--- src/rtl/rx_block_lock_fsm.sv ---
// 64b/66b receive block-lock state machine: hunts for sync-header alignment by
// issuing bitslip pulses. Optional statistics counters with RX_BLOCK_LOCK_STATS_EN.
module rx_block_lock_fsm #(
  parameter int SH_WINDOW   = 64,
  parameter int INVALID_MAX = 16,
  parameter int SLIP_WAIT   = 4
) (
  input  logic        clk,
  input  logic        reset_n,
  input  logic        valid_in,
  input  logic [1:0]  sync_hdr,
`ifdef RX_BLOCK_LOCK_STATS_EN
  input  logic        clear_stats,
  output logic [15:0] hdr_err_count,
  output logic [15:0] slip_count,
`endif
  output logic        bitslip,
  output logic        block_lock
);

  localparam int CNT_W  = $clog2(SH_WINDOW + 1);
  localparam int INV_W  = $clog2(INVALID_MAX + 1);
  localparam int WAIT_W = (SLIP_WAIT > 1) ? $clog2(SLIP_WAIT) : 1;

  typedef enum logic [2:0] {
    ST_LOCK_INIT,
    ST_RESET_CNT,
    ST_TEST_SH,
    ST_SLIP,
    ST_SLIP_WAIT
  } state_t;

  state_t             r_state;
  logic [CNT_W-1:0]   r_sh_cnt;
  logic [INV_W-1:0]   r_inv_cnt;
  logic [WAIT_W-1:0]  r_wait_cnt;
  logic               r_bitslip;
  logic               r_block_lock;

  logic               w_hdr_bad;
  logic               w_test_blk;
  logic               w_slip_evt;
  logic [CNT_W-1:0]   w_sh_next;
  logic [INV_W-1:0]   w_inv_next;

  assign w_hdr_bad  = ~(sync_hdr[1] ^ sync_hdr[0]);
  assign w_test_blk = (r_state == ST_TEST_SH) && valid_in;
  assign w_sh_next  = r_sh_cnt + 1'b1;
  assign w_inv_next = r_inv_cnt + INV_W'(w_hdr_bad);
  // Any bad header slips while hunting; once locked only a full budget of errors does.
  assign w_slip_evt = w_test_blk && w_hdr_bad &&
                      (!r_block_lock || (w_inv_next == INV_W'(INVALID_MAX)));

  always_ff @(posedge clk or negedge reset_n) begin
    if (!reset_n) begin
      r_state      <= ST_LOCK_INIT;
      r_sh_cnt     <= '0;
      r_inv_cnt    <= '0;
      r_wait_cnt   <= '0;
      r_bitslip    <= 1'b0;
      r_block_lock <= 1'b0;
    end else begin
      r_bitslip <= 1'b0;
      case (r_state)
        ST_LOCK_INIT: r_state <= ST_RESET_CNT;
        ST_RESET_CNT: begin
          r_sh_cnt  <= '0;
          r_inv_cnt <= '0;
          r_state   <= ST_TEST_SH;
        end
        ST_TEST_SH: begin
          if (valid_in) begin
            r_sh_cnt  <= w_sh_next;
            r_inv_cnt <= w_inv_next;
            if (w_slip_evt) begin
              r_bitslip    <= 1'b1;
              r_block_lock <= 1'b0;
              r_state      <= ST_SLIP;
            end else if (w_sh_next == CNT_W'(SH_WINDOW)) begin
              if (w_inv_next == '0) r_block_lock <= 1'b1;
              r_state <= ST_RESET_CNT;
            end
          end
        end
        ST_SLIP: begin
          r_wait_cnt <= '0;
          r_state    <= (SLIP_WAIT == 0) ? ST_RESET_CNT : ST_SLIP_WAIT;
        end
        ST_SLIP_WAIT: begin
          if (valid_in) begin
            if (r_wait_cnt == WAIT_W'(SLIP_WAIT - 1)) r_state <= ST_RESET_CNT;
            else r_wait_cnt <= r_wait_cnt + 1'b1;
          end
        end
        default: r_state <= ST_LOCK_INIT;
      endcase
    end
  end

  assign bitslip    = r_bitslip;
  assign block_lock = r_block_lock;

`ifdef RX_BLOCK_LOCK_STATS_EN
  logic [15:0] r_hdr_err_count;
  logic [15:0] r_slip_count;
  logic        w_hdr_evt;

  assign w_hdr_evt = w_test_blk && w_hdr_bad;

  // Slip count steps on the same edge that raises the bitslip pulse.
  always_ff @(posedge clk or negedge reset_n) begin
    if (!reset_n) begin
      r_hdr_err_count <= '0;
      r_slip_count    <= '0;
    end else if (clear_stats) begin
      r_hdr_err_count <= '0;
      r_slip_count    <= '0;
    end else begin
      if (w_hdr_evt && (r_hdr_err_count != 16'hFFFF))
        r_hdr_err_count <= r_hdr_err_count + 16'd1;
      if (w_slip_evt && (r_slip_count != 16'hFFFF))
        r_slip_count <= r_slip_count + 16'd1;
    end
  end

  assign hdr_err_count = r_hdr_err_count;
  assign slip_count    = r_slip_count;
`endif

endmodule

--- config.mk ---
export PLATFORM = sky130hd
export DESIGN_NAME = rx_block_lock_fsm
export DESIGN_NICKNAME = d
export VERILOG_FILES = /design/src/rtl/rx_block_lock_fsm.sv
export SDC_FILE = /design/constraint.sdc
export NUM_CORES = 1
export LEC_CHECK = 0
export ABC_AREA = 1
export CAP_MARGIN = 20
export CORE_MARGIN = 1
export CORE_UTILIZATION = 50
export DETAILED_ROUTE_END_ITERATION = 6
export PLACE_DENSITY = 0.69
export SETUP_SLACK_MARGIN = 0.15
export SLEW_MARGIN = 20
export SYNTH_ARGS = -nofsm -noshare
export SYNTH_HDL_FRONTEND = slang
export SYNTH_SLANG_ARGS = --single-unit
--- constraint.sdc ---
create_clock -name clk -period 3.7 [get_ports clk]
set_input_delay 0.37 -clock clk [delete_from_list [all_inputs] [get_ports clk]]
set_output_delay 0.37 -clock clk [all_outputs]
set_load 0.01 [all_outputs]
==> flow_summary.yaml, run 1 <==
drt:
  viasPerCell: 5.24
  wl_um: 2040
  drt_iter0_markers: 12
  drtPass1Iterations: 4
  wl_per_cell_um: 11.2
  postRouteAntennaNets: 0
  vias: 953
  drcViolationCount: 0
clock_network:
  clock-root-buffer: "clkbuf_4"
  ctsHoldBuffers: 0
  cts_resized: 0
  numCtsBuffers: 3
  cts_sinks: 19
  path_clk_slew_ps: 100
  cts_post_setup_buffers_inserted: 0
  cts_htree_levels: 1
  clockBufferDepth: 2
  clock_latency_ps: 290
  cts_tree: "done"
worst_setup_path:
  critical_path_class: "in -> reg"
  cp_slowest_cell: "clkdlybuf4s50_1"
  critPathArrivalTime_ps: 2340
  cp.required_ps: 3900
  crit_chain: "clkdlybuf4s50_1 > or2_2 > nand2_1 > ha_1 > ha_1 > inv_1 > nand2_1 > nand2_1 > nor2_1 > nand3_1 > nand2_1 > nand2_2 > nand2_2 > nand2_2 > nand3_1 > nand2_1"
  crit_top_cell: "nand2_1"
  worst_path_largest_cell_delay_ps: 410
  worst-path-buf-inv: 2
  crit_fanout: 4
  cp_top_family: "simple AND/OR/NAND/NOR gates"
  cp-start-kind: "input pin"
  end_kind: "flip-flop"
global_routing:
  grt_overflow_total: 0
  grt_pass1_wl_um: 3730
  grt_max_degree: 20
  grt_usage_pct: 19.9
  grt_pass1_vias: 957
  grt_antenna_before_repair: 0
floorplan:
  core-area_um2: 2020
  dieArea_um2: 2410
  ios: 7
  die_w_um: 49.1
  start_util_pct: 55.0
  row_count: 16
  die_height_um: 49.1
sta:
  fin_tns_setup_ps: 0
  post-route-min-period_ps: 2150
  holdWs_ps: 510
  finClkSkew_ps: 3.82
  report.final.setup_viol: 0
  worst_pin_slew_ps: 872
  post-route-period-util_pct: 58.0
  slew_headroom_pct: 41.7
  fmax_ghz: 0.466
  maxSlewViolCount: 0
  hold_viol_final: 0
  rsz0062_at_grt: "false"
yosys:
  yosysWarningCount: 0
  async_reset_ff_share_pct: 100
  synthCells: 146
  synthFlopType: "dfrtp_1"
  syn_area_um2: 1110
  syn_avg_cell_area_um2: 7.61
  synth-seq-cells: 19
  ys_types: 19
  synth_edf_count: 0
  yosysSeqAreaShare_pct: 42.8
  syn_nets: 156
cells_and_area:
  layout-drive-gt1-share_pct: 9.68
  multiInputGateArea_um2: 542
  num-fill-cells: 191
  layout_commonest_cell: "nand2_1"
  design_area_um2: 1230
  layout_common_cells: "40 x nand2_1, 22 x inv_1, 19 x dfrtp_1, 13 x nand3_1, 11 x o21ai_0"
  syn2layout_area_growth_pct: 10.5
  nNetsFinal: 166
  antenna_cells: 0
  final-seq-area_um2: 475
pwr:
  leakagePower_nw: 0.617
  cellPowerDensity_nw_per_um2: 516
  vdd_drop_max_mv: 0.372
flow_run:
  maxCapViolCount: 0
place:
  hpwlAfterDp_um: 1520
  finalWeightedCongestion: 0.781
  placed_area_um2: 1200
  port_buffers: 6
outcome:
  status: "complete, no violations"
hold_path:
  hold_class: "reg -> reg"
## cell type report
type	instances	area share, %
Multi-Input combinational cell	102	44.1
Sequential cell	19	38.7
Inverter	24	7.34
Timing Repair Buffer	6	4.89
Tap cell	27	2.75
Clock buffer	4	2.14
## per-stage QoR
| step | utilization (%) | setup slack [ps] | instances | power, mW |
|---|---|---|---|---|
| 2_1_floorplan | - | 1830 | 146 | 0.477 |
| 5_1_grt | 60.7 | 1400 | 182 | 0.689 |
| 4_1_cts | 60.7 | 1580 | 182 | 0.642 |
| 3_5_place_dp | 59.4 | 1260 | 178 | 0.538 |
| 3_3_place_gp | 59.4 | 1330 | 178 | 0.529 |
| 6_report | 60.7 | 1550 | 182 | 0.634 |
## registers in the layout (all words and copies together), names as in the netlist
signal and cells:
r_sh_cnt 7, r_inv_cnt 5, r_state 3, r_wait_cnt 2, bitslip 1, block_lock 1
## report_power, final
group | switching (mW) | internal [mW]
registers | 0.0433 | 0.249
clock network | 0.0615 | 0.0419
logic | 0.158 | 0.0800
total | 0.263 | 0.371
## metal layers
layer  wire length [um]  track usage [%]  up-vias
met3                 88             4.05        4
li1                   -                -      498
met2                967             35.2       18
met1                958             23.0      433
met4                 24             8.82        0
met5                  0                0        -
## worst register-to-register path, stage by stage, from the launching register on
cell and delay [ps]:
dfrtp_1 400, ha_1 230, ha_1 270, inv_1 70, nand2_1 60, nor2_1 140
nand3_1 120, nand2_1 90, nand2_2 60, nand2_2 70, nand2_2 60, nand3_1 70
nand2_1 50
## cell usage after synthesis, types with 5 or more instances
library cell  count  area share, %
dfrtp_1          19             43
nand3_1          13            5.9
nor2_1            9            3.0
inv_1            22            7.4
o21ai_0          11            5.0
nand2_1          40             14
ha_1              5            5.6
## worst paths after layout
check,depth (start not counted),start,slack [ps],to
max,16,sync_hdr[0],1550,r_state[1]
min,2,r_inv_cnt[0],510,r_inv_cnt[0]
max reg2reg,12,r_inv_cnt[0],1940,r_state[1]
min reg2reg,2,r_inv_cnt[0],510,r_inv_cnt[0]
max in group asynchronous,1,reset_n,2600,r_inv_cnt[0]
min in group asynchronous,1,reset_n,560,r_sh_cnt[0]
## cell families after synthesis
logic type	after synthesis	synth area share [%]
AND/OR/NAND/NOR	75	31.2
AO/OA/AOI/OAI	22	11.9
buffers and inverters	25	8.45
adder cells (fa/ha/maj)	5	5.63
flip-flops	19	42.8
Power figures use the tool's default switching activity.
==> run 2, diff against run 1 <==
--- a/config.mk
+++ b/config.mk
@@ -10,7 +10,7 @@
 export CORE_MARGIN = 1
 export CORE_UTILIZATION = 50
 export DETAILED_ROUTE_END_ITERATION = 6
-export PLACE_DENSITY = 0.69
+export PLACE_DENSITY = 0.72
 export SETUP_SLACK_MARGIN = 0.15
 export SLEW_MARGIN = 20
 export SYNTH_ARGS = -nofsm -noshare
==> constraint.sdc (replaced) <==
create_clock -name clk -period 1.8 [get_ports clk]
set_input_delay 0.18 -clock clk [delete_from_list [all_inputs] [get_ports clk]]
set_output_delay 0.18 -clock clk [all_outputs]
set_load 0.01 [all_outputs]
==> run 2 against run 1 <==
Net effect:
- total power increased by 130%
- clock skew increased by 6.5 ps
- sequential share of layout area decreased by 4.3 points
- first-iteration DRC count increased to 3.0 times the previous value
- cell area increased by 13%
- routed wire length increased by 17%
- utilization increased by 7.8 points
- non-clock buffer count increased by 14
- register-to-register slack got worse by 1800 ps
- via count increased by 10%
- combinational power increased to 2.6 times the previous value
- clock-buffer cell count decreased by 1
- critical path type is now reg -> reg
==> flow_summary.yaml, run 2 (synthesized netlist as in run 1, its figures left out) <==
worst_setup_path:
  crit_chain: "ha_4 > ha_4 > inv_2 > nand2_1 > nor2_1 > nand3_1 > nand2_1 > nand2_2 > nand2_2 > nand2_2 > nand3_2 > nand2_1"
  cp_slowest_cell: "dfrtp_1"
  critical_path_class: "reg -> reg"
  worst_path_largest_cell_delay_ps: 430
  regToRegStartpoint: "r_inv_cnt[0]"
  endpoint: "r_state[1]"
  cp-start-kind: "flip-flop"
  ff2ff_path_depth: 12
  critPathArrivalTime_ps: 1870
  crit_fanout: 2
  cp.required_ps: 2010
  reg2reg_to: "r_state[1]"
  end_kind: "flip-flop"
  crit_start: "r_inv_cnt[0]"
  reg2reg_slack_ps: 140
sta:
  fin_ws_ps: 135
  fin_tns_setup_ps: 0
  post-route-period-util_pct: 92.5
  worst_pin_slew_ps: 277
  hold_viol_final: 0
  post-route-min-period_ps: 1660
  maxSlewViolCount: 0
  fmax_ghz: 0.601
  slew_headroom_pct: 81.4
  rsz0062_at_grt: "true"
  report.final.setup_viol: 0
  finClkSkew_ps: 10.3
clock_network:
  clockBufferDepth: 2
  cts_sinks: 19
  numCtsBuffers: 3
  path_clk_slew_ps: 120
  clock-root-buffer: "clkbuf_4"
  clock_latency_ps: 300
  cts_tree: "done"
  ctsHoldBuffers: 0
  cts_htree_levels: 1
cells_and_area:
  syn2layout_area_growth_pct: 24.7
  nNetsFinal: 180
  layout_commonest_cell: "nand2_1"
  layout_common_cells: "36 x nand2_1, 20 x inv_1, 18 x dfrtp_1, 14 x buf_4, 12 x nand3_1"
  regMostFlops: "r_sh_cnt"
  multiInputGateArea_um2: 594
  largest_reg_flops: 7
  antenna_cells: 0
  reg_top3: "r_sh_cnt x7, r_inv_cnt x5, r_state x3"
  layout-drive-gt1-share_pct: 24.3
  num-fill-cells: 166
  final-seq-area_um2: 477
  final_util_pct: 68.5
drt:
  viasPerCell: 5.36
  vias: 1050
  wl_per_cell_um: 12.2
  drcViolationCount: 0
  drt_iter0_markers: 36
  postRouteAntennaNets: 0
  drtPass1Iterations: 5
  wl_um: 2390
global_routing:
  grt_max_degree: 20
  grt_overflow_total: 0
  grt.busiest_layer: "met2"
  use_met3_pct: 3.74
  grt_pass1_vias: 991
  met1_usage_pct: 24.9
  grt_antenna_before_repair: 0
  grt_pass1_wl_um: 4090
  grt_use_met2_pct: 41.1
  grt_usage_pct: 22.1
floorplan:
  row_count: 16
  die_w_um: 49.1
  die_height_um: 49.1
  core-area_um2: 2020
  ios: 7
  start_util_pct: 55.0
  dieArea_um2: 2410
pwr:
  cellPowerDensity_nw_per_um2: 1040
  vdd_drop_max_mv: 0.700
  totalPowerFinal_mw: 1.45
  leakagePower_nw: 0.692
flow_run:
  maxCapViolCount: 0
hold_path:
  hold_class: "in -> async"
outcome:
  status: "complete, no violations"
place:
  dp_slack_ps: -363
  hpwlAfterDp_um: 1650
  finalWeightedCongestion: 0.791
  port_buffers: 6
run 2: report_power, final:
group          switching [mW]  internal [mW]
logic                   0.374          0.241
registers              0.0990          0.513
clock network           0.137         0.0827
total                   0.610          0.836
run 2: cell type report:
class	instances	area share (%)
Multi-Input combinational cell	102	42.9
Sequential cell	19	34.4
Timing Repair Buffer	20	11.7
Inverter	24	6.50
Tap cell	27	2.44
Clock buffer	3	1.63
Clock inverter	1	0.361
run 2: worst min path at each step:
stage | slack (ps) | from | end | depth (start not counted)
after CTS | 210 | reset_n | r_sh_cnt[3] | 2
after detailed placement | 480 | r_wait_cnt[1] | r_wait_cnt[1] | 2
after global placement | 480 | r_wait_cnt[1] | r_wait_cnt[1] | 2
after global routing | 220 | reset_n | r_sh_cnt[6] | 2
final | 200 | reset_n | r_sh_cnt[6] | 2
after floorplan | -120 | reset_n | bitslip | 0
run 2: layer usage:
layer / vias up / wire [um]
met5: - / 0
met4: 0 / 31
met3: 6 / 113
met2: 29 / 1260
met1: 494 / 988
li1: 521 / -
run 2: through the flow:
stage	hold slack (ps)	cells	area, um2
detailed placement	485	188	1300
global placement	476	188	1300
global route	216	196	1390
CTS	213	193	1340
finish	200	196	1390
floorplan	-116	146	1140
run 2: timing repair:
action | 4_1_cts | 5_1_grt
pin swaps | 5 | 7
cloned | 0 | 0
setup buffers | 1 | 3
endpoints found under the setup margin | 4 | 4
gates resized for setup | 5 | 8
run 2: critical path: cells and delay by family (launching register included):
family / cells / cell delay (ps)
adder cells (fa/ha/maj): 2 / 380
buffers and inverters: 1 / 50
flip-flops: 1 / 430
AND/OR/NAND/NOR: 9 / 700
==> run 3, diff against run 2 <==
--- a/config.mk
+++ b/config.mk
@@ -9,9 +9,11 @@
 export CAP_MARGIN = 20
 export CORE_MARGIN = 1
 export CORE_UTILIZATION = 50
+export CTS_BUF_LIST = sky130_fd_sc_hd__clkbuf_2
 export DETAILED_ROUTE_END_ITERATION = 6
 export PLACE_DENSITY = 0.72
 export SETUP_SLACK_MARGIN = 0.15
+export SKIP_LAST_GASP = 1
 export SLEW_MARGIN = 20
 export SYNTH_ARGS = -nofsm -noshare
 export SYNTH_HDL_FRONTEND = slang
==> run 3 against run 2 <==
Net effect:
- sequential cell count unchanged
- cell area increased by 1.1%
- total power decreased by 1.5%
- sequential share of layout area decreased by 0.37 points
- maximum frequency increased by 1.2%
- utilization increased by 0.74 points
- critical path type unchanged
- largest cell class unchanged
==> flow_summary.yaml, run 3 (synthesized netlist as in run 1, its figures left out) <==
clock_network:
  numCtsBuffers: 3
  path_clk_slew_ps: 200
  cts_htree_levels: 1
  cts_tree: "done"
  clock-root-buffer: "clkbuf_2"
  clock_latency_ps: 300
  cts_sinks: 19
  clockBufferDepth: 2
sta:
  worst_pin_slew_ps: 277
  report.final.setup_viol: 0
  slew_headroom_pct: 81.4
  hold_viol_final: 0
  rsz0062_at_grt: "true"
  fin_ws_ps: 155
  post-route-period-util_pct: 91.4
  finClkSkew_ps: 9.52
  maxSlewViolCount: 0
  post-route-min-period_ps: 1650
  fmax_ghz: 0.608
  fin_tns_setup_ps: 0
place:
  placed_area_um2: 1300
  port_buffers: 6
  dp_cells: 188
  hpwlAfterDp_um: 1650
  dp_slack_ps: -363
  finalWeightedCongestion: 0.791
cells_and_area:
  reg_top3: "r_sh_cnt x7, r_inv_cnt x5, r_state x3"
  regMostFlops: "r_sh_cnt"
  largest_reg_flops: 7
  layout_common_cells: "33 x nand2_1, 20 x inv_1, 18 x dfrtp_1, 15 x buf_4, 11 x nand3_1"
  layout_commonest_cell: "nand2_1"
  fin_cells: 197
  syn2layout_area_growth_pct: 26.0
  final_util_pct: 69.2
  antenna_cells: 0
  final-seq-area_um2: 477
  nNetsFinal: 181
  layout-drive-gt1-share_pct: 27.6
  multiInputGateArea_um2: 609
  num-fill-cells: 163
  design_area_um2: 1400
drt:
  viasPerCell: 5.23
  drt_iter0_markers: 30
  wl_per_cell_um: 11.9
  drtPass1Iterations: 4
  wl_um: 2350
  vias: 1031
  postRouteAntennaNets: 0
  drcViolationCount: 0
floorplan:
  ios: 7
  die_w_um: 49.1
  dieArea_um2: 2410
  row_count: 16
  core-area_um2: 2020
  die_height_um: 49.1
  start_util_pct: 55.0
global_routing:
  grt_usage_pct: 21.7
  grt_pass1_wl_um: 4060
  grt_max_degree: 20
  grt_overflow_total: 0
  grt_pass1_vias: 982
  grt_antenna_before_repair: 0
worst_setup_path:
  critPathArrivalTime_ps: 1870
  cp_slowest_cell: "dfrtp_1"
  critical_path_class: "reg -> reg"
  cp.required_ps: 2020
  cp-start-kind: "flip-flop"
  end_kind: "flip-flop"
  crit_fanout: 2
  worst_path_largest_cell_delay_ps: 450
  crit_chain: "ha_4 > ha_4 > inv_2 > nand2_1 > nor2_2 > nand3_1 > nand2_1 > nand2_2 > nand2_2 > nand2_2 > nand3_2 > nand2_1"
hold_path:
  hold_class: "in -> async"
pwr:
  leakagePower_nw: 0.698
  cellPowerDensity_nw_per_um2: 1020
  vdd_drop_max_mv: 0.702
flow_run:
  maxCapViolCount: 0
outcome:
  status: "complete, no violations"
[run 3: changes by cell type in the layout (fill, tap and decap cells not counted), sizes merged]
cell,change
buf,+1
[run 3: layout make-up]
type	count	area share [%]
clock buffers	3	1.07
inverters	24	6.43
multi-input cells	102	43.5
clock inverters	1	0.357
well taps	27	2.41
flip-flops and latches	19	34.0
repair buffers	21	12.2
[run 3: worst paths after layout]
kind | startpoint | to | slack [ps] | cells after the start
worst max-delay path | r_inv_cnt[0] | r_state[1] | 150 | 12
worst min-delay path | reset_n | r_sh_cnt[6] | 180 | 2
worst max register to register | r_inv_cnt[0] | r_state[1] | 150 | 12
worst min register to register | r_wait_cnt[1] | r_wait_cnt[1] | 520 | 2
max in group asynchronous | reset_n | r_sh_cnt[0] | 1390 | 2
min in group clk | r_wait_cnt[1] | r_wait_cnt[1] | 520 | 2
[run 3: stage by stage]
| stage | power [mW] | hold WS (ps) |
|---|---|---|
| floorplan | 1.00 | -116 |
| global placement | 1.15 | 476 |
| detailed placement | 1.18 | 485 |
| CTS | 1.37 | 189 |
| global route | 1.55 | 180 |
| finish | 1.42 | 182 |
[run 3: worst max-delay path: cells and delay by family, from the launching register on]
family / cells / cell delay (ps)
buffers and inverters: 1 / 50
adders and majority gates: 2 / 380
DFF: 1 / 450
and+or+nand+nor: 9 / 670
[run 3: routing by layer]
metal | part of all wire [%] | track usage (%) | vias to the layer above
met1 | 44 | 25.1 | 474
met4 | 0.90 | 4.90 | 0
met3 | 4.5 | 3.74 | 4
li1 | - | - | 521
met5 | 0 | 0 | -
met2 | 51 | 40.9 | 32
[run 3: power breakdown]
group,internal [mW],switching [mW]
Sequential,0.512,0.0951
Combinational,0.250,0.381
Clock,0.0504,0.135
[run 3: what timing repair did]
item                       4_1_cts  5_1_grt
gates resized for setup          5       13
hold buffers                     0        0
pin swaps                        5       10
setup endpoints to repair        4        4
setup buffers                    1        4
